$ cat src/rtl/four_two_encoder_sync_if.sv
// Valid/ready code channel between the encoder and its consumer.
// The master presents Y/valid and the slave answers with ready.
interface four_two_encoder_sync_if;
    logic [1:0] Y;
    logic       valid;
    logic       ready;

    modport master (output Y, output valid, input ready);
    modport slave  (input Y, input valid, output ready);
endinterface

$ cat src/rtl/four_two_encoder_sync.sv
// Sequential 4-to-2 priority encoder. Synchronised request rising edges are
// latched as pending events and emitted one code per valid/ready beat.
module four_two_encoder_sync #(
    parameter int unsigned SYNC_STAGES = 2,
    parameter bit          HIGH_FIRST  = 1'b1
) (
    input  logic                           clk,
    input  logic                           rst_n,
    input  logic [3:0]                     req,
    four_two_encoder_sync_if.master        bus,
    output logic [3:0]                     pending,
    output logic                           overrun
);

    typedef enum logic {IDLE, SEND} state_t;

    state_t     state_q, state_d;
    logic [3:0] sync_q [SYNC_STAGES];
    logic [3:0] sync_d [SYNC_STAGES];
    logic [3:0] req_d_q, req_d_d;
    logic [3:0] pending_q, pending_d;
    logic       overrun_q, overrun_d;
    logic [1:0] y_q, y_d;
    logic [3:0] req_s;
    logic [3:0] edge_s;
    logic [3:0] clr;
    logic       xfer;

    function automatic logic [1:0] enc(input logic [3:0] m);
        logic [1:0] r;
        if (HIGH_FIRST)
            r = m[3] ? 2'd3 : m[2] ? 2'd2 : m[1] ? 2'd1 : 2'd0;
        else
            r = m[0] ? 2'd0 : m[1] ? 2'd1 : m[2] ? 2'd2 : m[3] ? 2'd3 : 2'd0;
        return r;
    endfunction

    always_comb begin
        sync_d[0] = req;
        for (int unsigned k = 1; k < SYNC_STAGES; k++)
            sync_d[k] = sync_q[k-1];
    end

    assign req_s   = sync_q[SYNC_STAGES-1];
    assign req_d_d = req_s;
    assign edge_s  = req_s & ~req_d_q;
    assign xfer    = (state_q == SEND) && bus.ready;
    assign clr     = xfer ? (4'b0001 << y_q) : '0;

    // A new edge on a bit being cleared this cycle wins, so the fresh event survives.
    always_comb begin
        pending_d = (pending_q & ~clr) | edge_s;
        overrun_d = overrun_q | (|(edge_s & pending_q & ~clr));
    end

    always_ff @(posedge clk or negedge rst_n) begin
        if (!rst_n) begin
            for (int unsigned k = 0; k < SYNC_STAGES; k++)
                sync_q[k] <= '0;
            req_d_q   <= '0;
            pending_q <= '0;
            overrun_q <= 1'b0;
            y_q       <= '0;
            state_q   <= IDLE;
        end else begin
            for (int unsigned k = 0; k < SYNC_STAGES; k++)
                sync_q[k] <= sync_d[k];
            req_d_q   <= req_d_d;
            pending_q <= pending_d;
            overrun_q <= overrun_d;
            y_q       <= y_d;
            state_q   <= state_d;
        end
    end

    // Y is captured only on IDLE->SEND, so bits arriving during SEND cannot disturb it.
    always_comb begin
        state_d = state_q;
        y_d     = y_q;
        unique case (state_q)
            IDLE: if (|pending_q) begin
                y_d     = enc(pending_q);
                state_d = SEND;
            end
            SEND: if (bus.ready) state_d = IDLE;
            default: state_d = IDLE;
        endcase
    end

    always_comb begin
        bus.valid = (state_q == SEND);
        bus.Y     = y_q;
        pending   = pending_q;
        overrun   = overrun_q;
    end

endmodule

$ cat src/flat_wrapper.sv
// flat-port wrapper written by rule: the top's interface ports become plain ports
module four_two_encoder_sync_flat 
#(
    parameter int unsigned SYNC_STAGES = 2,
    parameter bit          HIGH_FIRST  = 1'b1
)
  (clk, rst_n, req, pending, overrun, bus_Y, bus_valid, bus_ready);
  four_two_encoder_sync_if bus_i ();
  input  logic clk;
  input  logic rst_n;
  input  logic [3:0] req;
  output logic [3:0] pending;
  output logic overrun;
  output wire logic [$bits(bus_i.Y)-1:0] bus_Y;
  output wire logic [$bits(bus_i.valid)-1:0] bus_valid;
  input wire logic [$bits(bus_i.ready)-1:0] bus_ready;
  assign bus_Y = bus_i.Y;
  assign bus_valid = bus_i.valid;
  assign bus_i.ready = bus_ready;
  four_two_encoder_sync #(.SYNC_STAGES(SYNC_STAGES), .HIGH_FIRST(HIGH_FIRST)) u_core (.clk(clk), .rst_n(rst_n), .req(req), .bus(bus_i), .pending(pending), .overrun(overrun));
endmodule
$ cat config.mk
export PLATFORM = sky130hd
export DESIGN_NAME = four_two_encoder_sync_flat
export DESIGN_NICKNAME = d
export VERILOG_FILES = /design/src/rtl/four_two_encoder_sync_if.sv /design/src/rtl/four_two_encoder_sync.sv /design/src/flat_wrapper.sv
export SDC_FILE = /design/constraint.sdc
export NUM_CORES = 1
export LEC_CHECK = 0
export CAP_MARGIN = 20
export CORE_MARGIN = 10
export CORE_UTILIZATION = 41
export CTS_BUF_LIST = sky130_fd_sc_hd__clkbuf_16
export DETAILED_ROUTE_END_ITERATION = 8
export GPL_TIMING_DRIVEN = 0
export PLACE_DENSITY_LB_ADDON = 0.3
export SLEW_MARGIN = 0
export SYNTH_ARGS = -nofsm -noshare
export SYNTH_HDL_FRONTEND = slang
export SYNTH_SLANG_ARGS = --single-unit
$ cat constraint.sdc
create_clock -name clk -period 1.5 [get_ports clk]
set_clock_uncertainty 0.05 [all_clocks]
set_input_delay 0.225 -clock clk [delete_from_list [all_inputs] [get_ports clk]]
set_output_delay 0.225 -clock clk [all_outputs]
set_load 0.005 [all_outputs]
Word-level counts from Yosys, hierarchy flattened
Index checks and enable logic that the tools add are counted.
Widths: inputs -> output; s select.
{"block": "classes", "shifts": 1, "n_mux": 7, "n_bitwise": 9, "n_reduce_logical": 4}
{"operator": "$and 4x4->4", "count": 4}
{"operator": "$not 4->4", "count": 2}
{"operator": "$reduce_or 4->1", "count": 2}
{"operator": "$mux 2", "count": 2}
{"operator": "$mux 4", "count": 1}
{"operator": "$or 4x4->4", "count": 1}
{"operator": "$shl 1x2->4 const A", "count": 1}
{"operator": "$mux 1", "count": 3}
{"operator": "$pmux 1 s2", "count": 1}
{"operator": "$reduce_and 2->1", "count": 1}
{"operator": "$logic_and 1x1->1", "count": 1}
{"operator": "$not 1->1", "count": 1}
{"operator": "$or 1x1->1", "count": 1}
{"block": "word_totals", "reg_bits": 20, "out_inout_bits": 8}

Logic depth before layout (Yosys ltp)
{"block": "depth", "word_depth": 6, "ltp_mapped": 4, "depth_no_buf": 4}

Least setup slack after synthesis
Ideal clock, no wire load.
{"block": "synth_timing", "path_type": "flip-flop to flip-flop", "start": "register u_core.state_q (netlist: u_core.bus.valid)", "end": "register u_core.overrun_q (netlist: u_core.overrun)", "setup_time_ns": 0.139, "t_arrival_ns": 1.238, "slack_ns": 0.074, "path_stages_with_launch": 5, "n_path_buf": 0, "period_less_slack_ns": 1.426, "path_cell_list": "dfrtp_1 nand2_2 o31ai_1 nor3_1 or4_1"}
{"block": "synth_between", "elab_chain_cells": 6}
{"item": "start, declared", "line": "four_two_encoder_sync.sv:17", "source": "state_t state_q, state_d;"}
{"item": "start signal, assigned", "line": "four_two_encoder_sync.sv:72", "source": "state_q <= state_d;"}
{"item": "$logic_and 1x1->1", "line": "four_two_encoder_sync.sv:47", "source": "assign xfer = (state_q == SEND) && bus.ready;"}
{"item": "$mux 4", "line": "four_two_encoder_sync.sv:48", "source": "assign clr = xfer ? (4'b0001 << y_q) : '0;"}
{"item": "$not 4->4", "line": "four_two_encoder_sync.sv:53", "source": "overrun_d = overrun_q | (|(edge_s & pending_q & ~clr));"}
{"item": "$and 4x4->4", "line": "four_two_encoder_sync.sv:53"}
{"item": "$reduce_or 4->1", "line": "four_two_encoder_sync.sv:53"}
{"item": "$or 1x1->1", "line": "four_two_encoder_sync.sv:53"}
{"item": "net u_core.overrun_d", "line": "four_two_encoder_sync.sv:22", "source": "logic overrun_q, overrun_d;"}
{"item": "end signal, assigned", "line": "four_two_encoder_sync.sv:70", "source": "overrun_q <= overrun_d;"}
{"item": "end, declared", "line": "four_two_encoder_sync.sv:22"}
The timed path passes the listed nets, and every way through them passes these cells.
A chain may end at the register's enable or synchronous reset.

Worst setup path in the final report
{"block": "layout_timing", "start": "register u_core.y_q[0] (netlist: u_core.bus.Y[0])", "end": "register u_core.overrun_q (netlist: u_core.overrun)"}
{"block": "layout_between", "elab_chain_cells": 6}
{"item": "start, declared", "line": "four_two_encoder_sync.sv:23", "source": "logic [1:0] y_q, y_d;"}
{"item": "start signal, assigned", "line": "four_two_encoder_sync.sv:71", "source": "y_q <= y_d;"}
{"item": "$shl 1x2->4", "line": "four_two_encoder_sync.sv:48"}
{"item": "$mux 4", "line": "four_two_encoder_sync.sv:48"}
{"item": "$not 4->4", "line": "four_two_encoder_sync.sv:53"}
{"item": "$and 4x4->4", "line": "four_two_encoder_sync.sv:53"}
{"item": "$reduce_or 4->1", "line": "four_two_encoder_sync.sv:53"}
{"item": "$or 1x1->1", "line": "four_two_encoder_sync.sv:53"}
{"item": "net u_core.overrun_d", "line": "four_two_encoder_sync.sv:22"}
The timed path passes the listed nets, and every way through them passes these cells.

==> results_dict.tcl <==
set metrics [dict create \
    yosys_warnings 0 \
    drt-met1-wl_um 551 \
    ant_nets 0 \
    path_max_fanout 5 \
    cts_tree "done" \
    synth_nets 57 \
    holdBufCountCts 0 \
    syn_inst 50 \
    finalSetupViolCount 0 \
    antenna_cells 0 \
    ys_top_cells_by_area "dfrtp_1, o21ai_0, nor3_1, inv_1, nand2b_1" \
    netlist.area_leader.share_pct 75.9 \
    overflow 0 \
    root_buffer "clkbuf_16" \
    synth-compound-area-share_pct 12.0 \
    dieHeight_um 60.1 \
    synth_fa_ha_area_share_pct 0 \
    ff2ff_setup_slack_ns 0.004 \
    grt_pass1_wl_um 2110 \
    die-width_um 60.1 \
    fin_crit_sh_pct 99.7 \
    total_power_w 0.00135 \
    synth.yosys.seq_area_share_pct 75.9 \
    post-place-ws_ns -0.336 \
    seq_area_um2 507 \
    synth_xor_area_share_pct 0 \
    min_period_ns 1.50 \
    drt_iter0_drc 5 \
    synth_common_cells "dfrtp_1, o21ai_0, inv_1, nor2_1, nor3_1" \
    path_clk_slew_ns 0.05 \
    via_per_inst 5.31 \
    fin_nets 76 \
    p_leak_nw 0.402 \
    rsz0062_at_grt "yes" \
    synth_seq_cells 20 \
    outcome "completed" \
    synthMuxAreaShare_pct 0 \
    yosys.cell_count.top_type "dfrtp_1" \
    nFillCells 111 \
    grt_max_degree 21 \
    synth_top_area_cell "dfrtp_1" \
    min_path_type "reg2reg" \
    rows 14 \
    clkLatencyLatePin_ns 0.24 \
    drt-pass1-iter-count 4 \
    arrival_ns 1.56 \
    vias 441 \
    avgSynthCellArea_um2 13.2 \
    design.core.area_um2 1510 \
    htreeDepth 1 \
    multiInputGateArea_um2 176 \
    worstSetupStartpointType "flop" \
    cts_buffer_depth 2 \
    synth_top_family_by_area "compound AO/OA/AOI/OAI gates" \
    synthArstFlopShare_pct 100 \
    wl_um 1170 \
    portBuffers 14 \
    gp_congestion 0.824 \
    tightest_slew_ns 0.866 \
    grt_pass1_vias 477 \
    fmaxAchievable_ghz 0.668 \
    synth_edf_count 0 \
    cap_violations 0 \
    required_ns 1.56 \
    finalMaxSlewViolations 0 \
    wl_per_cell_um 14.1 \
    cts_sinks 20 \
    cts_made_buffers 3 \
    wl_met2_um 497 \
    remaining_drc_errors 0 \
    synth_ff_type "dfrtp_1" \
    fin_ws_ns 0.00378 \
    path_class "reg2reg" \
    io_pins 15 \
    dp_hpwl_um 838 \
    dr_wl_met3_um 114 \
    synth_cell_type_count 15 \
    synthSimpleGateAreaFrac_pct 9.87 \
    grtUsageTotal_pct 7.63 \
    max-vdd-ir-drop_mv 0.757 \
    antenna_found_initial 0 \
    hold_violations 0 \
    synth_area_um2 659 \
    p_per_area_nw_per_um2 1450 \
    start_util_pct 43.8 \
    fin_tns_setup_ns 0 \
    area_growth_pct 41.9 \
    top_layer_used "met4" \
    drive_above_1_share_pct 17.9 \
    slew_headroom_pct 42.1 \
    cp-end-kind "flop" \
    die_area_um2 3610 \
]
-- cells in the final DEF, fill, tap and decap left out, types with 3 or more instances in the layout --
| cell | instances |
|---|---|
| clkbuf_16 | 3 |
| inv_1 | 4 |
| clkdlybuf4s50_1 | 10 |
| o21ai_0 | 6 |
| dfrtp_1 | 15 |
| nor2_1 | 3 |
| dfrtp_2 | 5 |
-- sequential cells by signal, indices dropped and copies added, names as in the netlist --
signal / count
u_core.bus.Y: 2
u_core.bus.valid: 1
u_core.overrun: 1
u_core.pending: 4
u_core.req_d_d: 4
u_core.req_d_q: 4
u_core.sync_d: 4
-- worst paths after layout --
kind | from | end | depth (start not counted)
worst max-delay path | u_core.bus.Y[0] | u_core.overrun | 4
worst min-delay path | u_core.sync_d[2] | u_core.req_d_d[2] | 0
worst max register to register | u_core.bus.Y[0] | u_core.overrun | 4
worst min register to register | u_core.sync_d[2] | u_core.req_d_d[2] | 0
max in group asynchronous | rst_n | u_core.bus.Y[1] | 1
min in group asynchronous | rst_n | u_core.req_d_q[1] | 1
-- cells by family (layout without fill, tap and decap cells) --
kind of cell / after synthesis / in the layout
DFF: 20 / 20
AOI/OAI and AO/OA: 13 / 13
and+or+nand+nor: 13 / 13
buffers and inverters: 4 / 21
-- area by class of cell --
class                      count  share of cell area, %
timing repair buffer          14                   15.2
multi-input combinational     26                   18.9
inverter                       4                   1.60
sequential                    20                   54.1
clock buffer                   3                   8.02
tap                           16                   2.14
-- stage by stage --
step	hold WS, ns	std cells	cell area, um2	util [%]
5_1_grt	0.301	83	936	62.1
2_1_floorplan	-0.121	50	659	-
6_report	0.298	83	936	62.1
3_3_place_gp	0.282	80	820	54.4
3_5_place_dp	0.289	80	820	54.4
4_1_cts	0.300	83	923	61.3
-- routing by layer --
| metal | up-vias | GRT usage, % |
|---|---|---|
| li1 | 207 | - |
| met5 | - | 0 |
| met4 | 0 | 2.88 |
| met3 | 2 | 4.66 |
| met1 | 218 | 9.42 |
| met2 | 14 | 10.4 |
-- worst max-delay path, cell delays in order (launching register included) --
cell and delay, ns:
dfrtp_2 0.42, inv_1 0.10, o31ai_4 0.24, nor3_1 0.08, or4_1 0.47
-- power breakdown --
group	total (W)	switching, W	internal [W]	leakage [nW]
clock	0.000515	0.000165	0.000350	0.0370
combinational	0.000178	0.0000743	0.000104	0.147
sequential	0.000660	0.0000648	0.000595	0.218
total	0.00135	0.000305	0.00105	0.402
-- what timing repair did --
item,in CTS,in global routing
setup endpoints to repair,3,6
pin swaps,1,0
gates resized for setup,9,7
setup buffers,0,0
No activity file was read; power rests on OpenSTA's default activity.
